## config.mk

```make
export PLATFORM = sky130hd
export DESIGN_NAME = column_sum_normalizer_78
export DESIGN_NICKNAME = d
export VERILOG_FILES = /design/src/rtl/column_sum_normalizer_78.sv
export SDC_FILE = /design/constraint.sdc
export NUM_CORES = 2
export LEC_CHECK = 0
export BUFFER_PORTS_ARGS = -buffer_cell sky130_fd_sc_hd__buf_2
export CORE_MARGIN = 2
export CORE_UTILIZATION = 58
export CTS_CLUSTER_DIAMETER = 120
export DETAILED_ROUTE_END_ITERATION = 12
export PLACE_DENSITY = 0.86
export SLEW_MARGIN = 5
export SYNTH_ARGS = -nofsm -noshare
export SYNTH_HDL_FRONTEND = slang
export SYNTH_SLANG_ARGS = --single-unit
```

## constraint.sdc

```tcl
create_clock -name clk -period 5.2 [get_ports clk]
set_clock_uncertainty 0.2 [all_clocks]
set_input_delay 0.78 -clock clk [delete_from_list [all_inputs] [get_ports clk]]
set_output_delay 0.78 -clock clk [all_outputs]
set_load 0.005 [all_outputs]
```

## src/rtl/column_sum_normalizer_78.sv

```systemverilog
// Carry-resolving back end of the column-sum adder: takes three overlapping
// 2*radix-bit partial sums and streams the exact total as radix-bit digits, LSB first.
module column_sum_normalizer_78 #(
    parameter int radix   = 78,
    parameter int NUM_DIG = 5
) (
    input  logic                 clk,
    input  logic                 rst_n,
    input  logic                 in_valid,
    output logic                 in_ready,
    input  logic [2*radix-1:0]   res_0,
    input  logic [2*radix-1:0]   res_1,
    input  logic [2*radix-1:0]   res_2,
    output logic                 dig_valid,
    input  logic                 dig_ready,
    output logic [radix-1:0]     dig_out,
    output logic [2:0]           dig_idx,
    output logic                 dig_last,
    output logic                 busy
);

    localparam logic [0:0] IDLE = 1'b0;
    localparam logic [0:0] EMIT = 1'b1;
    localparam logic [2:0] LAST_IDX = 3'(NUM_DIG - 1);

    logic [0:0]           state;
    logic [2*radix-1:0]   r0, r1, r2;
    logic [1:0]           carry;
    logic [radix+1:0]     s;
    logic                 accept;
    logic                 fire;

    assign accept = in_valid & in_ready & (state == IDLE);
    assign fire   = dig_valid & dig_ready;
    assign busy   = (state == EMIT);

    // Next digit is formed from whatever lands in the column above the current index.
    always_comb begin
        s = '0;
        case (dig_idx)
            3'd0:    s = {2'b00, r0[2*radix-1:radix]} + {2'b00, r1[radix-1:0]}
                         + {{radix{1'b0}}, carry};
            3'd1:    s = {2'b00, r1[2*radix-1:radix]} + {2'b00, r2[radix-1:0]}
                         + {{radix{1'b0}}, carry};
            3'd2:    s = {2'b00, r2[2*radix-1:radix]} + {{radix{1'b0}}, carry};
            default: s = {{radix{1'b0}}, carry};
        endcase
    end

    // NOTE: the wide operand registers are cleared on reset too, so a discarded set
    // leaves nothing behind; all state here is updated with non-blocking assignments.
    always_ff @(posedge clk or negedge rst_n) begin
        if (!rst_n) begin
            state     <= IDLE;
            in_ready  <= 1'b0;
            r0        <= '0;
            r1        <= '0;
            r2        <= '0;
            carry     <= '0;
            dig_valid <= 1'b0;
            dig_out   <= '0;
            dig_idx   <= '0;
            dig_last  <= 1'b0;
        end else begin
            case (state)
                IDLE: begin
                    in_ready <= 1'b1;
                    if (accept) begin
                        r0        <= res_0;
                        r1        <= res_1;
                        r2        <= res_2;
                        dig_out   <= res_0[radix-1:0];
                        dig_idx   <= '0;
                        dig_last  <= 1'b0;
                        carry     <= '0;
                        dig_valid <= 1'b1;
                        in_ready  <= 1'b0;
                        state     <= EMIT;
                    end
                end
                default: begin
                    if (fire) begin
                        if (dig_last) begin
                            state     <= IDLE;
                            dig_valid <= 1'b0;
                            dig_last  <= 1'b0;
                            dig_idx   <= '0;
                            in_ready  <= 1'b1;
                        end else begin
                            dig_out  <= s[radix-1:0];
                            carry    <= s[radix+1:radix];
                            dig_idx  <= dig_idx + 3'd1;
                            dig_last <= (dig_idx == LAST_IDX - 3'd1);
                        end
                    end
                end
            endcase
        end
    end

endmodule
```

==> out/results.ini <==
[status]
status = finished clean

[synth]
synth_edf_count = 0
ys_ff_latch = 477
postSynthCellCount = 4050
ys_seq_area_share_pct = 36.63
avgSynthCellArea_um2 = 8.046
synth.mux.area_fraction_pct = 0.5606
syn_area_mm2 = 0.03259
async_reset_ff_share_pct = 100.0
yosys_most_used_dff = dfrtp_1
ys_types = 81
synthSimpleGateAreaFrac_pct = 24.70
ys_warn_count = 0
synth-adder-area-share_pct = 12.45
synth_compound_area_share_pct = 17.21
synth_top_family_by_area = simple AND/OR/NAND/NOR gates
synth_xor_area_share_pct = 5.322
syn-num-nets = 4842

[final_layout]
drive_gt1_share_pct = 15.85
instances_no_fill = 5284
area_delta_synth_final_pct = 16.00
fin_nets = 5283

[placed_design]
io_buffers = 556
dp_hpwl_mm = 95.22
place_congestion = 1.069
dp_cells = 5185

[clock_network]
cts-root-buf = clkbuf_16
clk_pin_slew_ps = 70
cts_made_buffers = 52
cts.sinks = 477
cts_hold_buf = 0
cts_resized = 0
clock_path_buffers = 3
htreeDepth = 2
clk_latency_ps = 620
cts_tree = yes
postCtsSetupBuffers = 0

[critical_path]
cp_max_fo = 4
criticalPathCategory = register to register
critPathCaptureType = register
critPathArrivalTime_ps = 5430
r2r_cells = 15
cp-start-kind = register
required_ps = 5560

[global_routing]
grt_max_degree = 221
grt_usage_pct = 42.37
grt_pass1_vias = 31654
grt_pass1_wl_mm = 185.5
antenna_found_initial = 10
grt.overflow.total = 0

[die]
start_util_pct = 58.92
num_io_pins = 557
dieArea_mm2 = 0.05810
fp-row-count = 86
coreArea_mm2 = 0.05531
fp.dieW_um = 241.0
dieHeight_um = 241.0

[route]
avgViaCountPerCell = 6.204
avgRoutedWirePerCell_um = 23.48
vias = 32780
ant_nets = 0
drc_errors = 0
routed_wl_mm = 124.1
firstDrtPassIters = 7
drtIter0Drc = 3449

[power]
ir_worst_vdd_mv = 0.4328
p_leak_uw = 0.01985
p_per_area_mw_per_mm2 = 766.5

[sta]
setup_viol = 0
final_max_slew_viol_count = 0
fmax_mhz = 197.3
rsz0062_at_grt = false
post-route-min-period_ps = 5067
hold_viol_final = 0
finalCritPeriodShare_pct = 97.45
finalSetupTns_ps = 0
worst_pin_slew_ps = 1184
timing.slew.headroom_pct = 20.25

[hold_path]
worstHoldPathType = primary input to asynchronous set/reset pin

[job]
maxCapViolations = 0

-- metrics by stage --
stage	setup WS (ps)	util (%)	hold WS [ps]	instance area, µm²	power [µW]
after floorplan	716.7	-	249.7	32590	18190
after global placement	268.7	65.07	256.5	35990	24060
after detailed placement	212.3	65.07	261.4	35990	24240
after CTS	210.7	68.32	55.52	37790	28380
after global routing	41.32	68.34	105.3	37800	30720
final	132.5	68.34	53.87	37800	28970
-- cell usage in the layout (no fill, tap or decap), types with 40 or more instances in the layout --
cell type	Yosys	final
nor3b_1	54	54
o22ai_1	40	40
nor3_1	44	44
nand3_1	73	73
xnor2_1	101	101
nand2_1	1387	1384
o21ai_0	162	162
nand4_1	53	53
buf_2	1	555
ha_1	313	313
xor2_1	97	97
a21o_1	101	101
dfrtp_1	477	476
clkbuf_16	0	54
a21oi_1	274	274
inv_1	59	59
nor2_1	139	138
-- layout make-up --
type	count	area (µm²)
multi-input cells	3302	19680
fillers	4613	17510
flip-flops and latches	477	11940
repair buffers	599	3216
clock buffers	75	1530
well taps	748	935.9
clock inverters	19	269.0
inverters	59	221.5
diodes	5	12.51
-- layer usage --
metal  routed length [µm]  share of wire [%]  vias to the layer above  GRT usage [%]
li1                     -                  -                    14870              -
met1                49040                 40                    15640          56.29
met2                54680                 44                     1885          65.53
met3                13840                 11                      381          9.608
met4                 6483                5.2                        4          20.59
met5                   27              0.022                        -              0
-- registers in the layout, indices dropped and copies added, names as in the netlist --
register,count
dig_idx,3
dig_out,78
busy,1
r2,156
r1,156
dig_valid,1
r0,78
dig_last,1
carry,2
in_ready,1
-- final timing paths --
| check | from | slack [ps] | end |
|---|---|---|---|
| worst max register to register | r1[79]$_DFFE_PN0P_ | 130 | dig_out[73]$_DFFE_PN0P_ |
| worst min-delay path | rst_n | 50 | r2[88]$_DFFE_PN0P_ |
| worst max-delay path | r1[79]$_DFFE_PN0P_ | 130 | dig_out[73]$_DFFE_PN0P_ |
| min in group clk | res_2[49] | 150 | r2[49]$_DFFE_PN0P_ |
| worst min register to register | dig_out[28]$_DFFE_PN0P_ | 270 | dig_out[28]$_DFFE_PN0P_ |
| max in group asynchronous | rst_n | 3620 | r2[9]$_DFFE_PN0P_ |
-- cell usage after synthesis (6+ instances only) --
library cell | count | area share (%)
and2_1 | 24 | 0.46
a21boi_0 | 11 | 0.25
xor2_1 | 97 | 2.6
o221ai_1 | 26 | 0.70
fa_1 | 7 | 0.43
nor3b_1 | 54 | 1.2
o21a_1 | 19 | 0.44
nor3_1 | 44 | 0.68
inv_1 | 59 | 0.68
a222oi_1 | 8 | 0.25
or3_1 | 9 | 0.17
a211oi_1 | 17 | 0.39
nand2b_1 | 20 | 0.38
dfrtp_1 | 477 | 37
nor4_1 | 6 | 0.12
mux2i_1 | 16 | 0.49
nor2_1 | 139 | 1.6
o21ai_1 | 15 | 0.23
and4_1 | 9 | 0.24
a31oi_1 | 20 | 0.38
nand3_1 | 73 | 1.1
or4_1 | 8 | 0.18
o22ai_1 | 40 | 0.77
o211ai_1 | 26 | 0.60
and3_1 | 34 | 0.65
nand4_1 | 53 | 1.0
xnor2_1 | 101 | 2.7
a21oi_1 | 274 | 4.2
o21ai_0 | 162 | 2.5
or2_2 | 6 | 0.12
nor2b_1 | 17 | 0.33
o21bai_1 | 38 | 0.88
ha_1 | 313 | 12
nand2_1 | 1387 | 16
a221o_1 | 13 | 0.40
clkbuf_1 | 206 | 2.4
a21o_1 | 101 | 2.3
a221oi_1 | 25 | 0.67
a22o_1 | 6 | 0.16
o31ai_1 | 9 | 0.21
-- cell families after synthesis --
kind of cell	Yosys count
compound gates	868
xor+xnor	198
fa+ha+maj	320
buf+inv	271
flops	477
mux	18
simple gates	1898
-- critical path, cell delays in order (launching register included) --
cell and delay (ps):
dfrtp_1 400, fa_1 550, ha_1 200, inv_1 70, fa_1 380, nand2b_1 170
a21o_1 210, a311o_1 470, a2111oi_4 360, nor3_2 130, o41ai_4 500, a41oi_4 230
o31ai_4 350, a211oi_1 160, or4b_1 520, nand3_1 90
-- where the power goes --
part | leakage [µW] | switching, µW | internal, µW
Combinational | 0.0130 | 11700 | 6370
Sequential | 0.00598 | 1560 | 5410
Clock | 0.000882 | 1630 | 2340
Total | 0.0199 | 14900 | 14100
(Power assumes the default switching activity.)
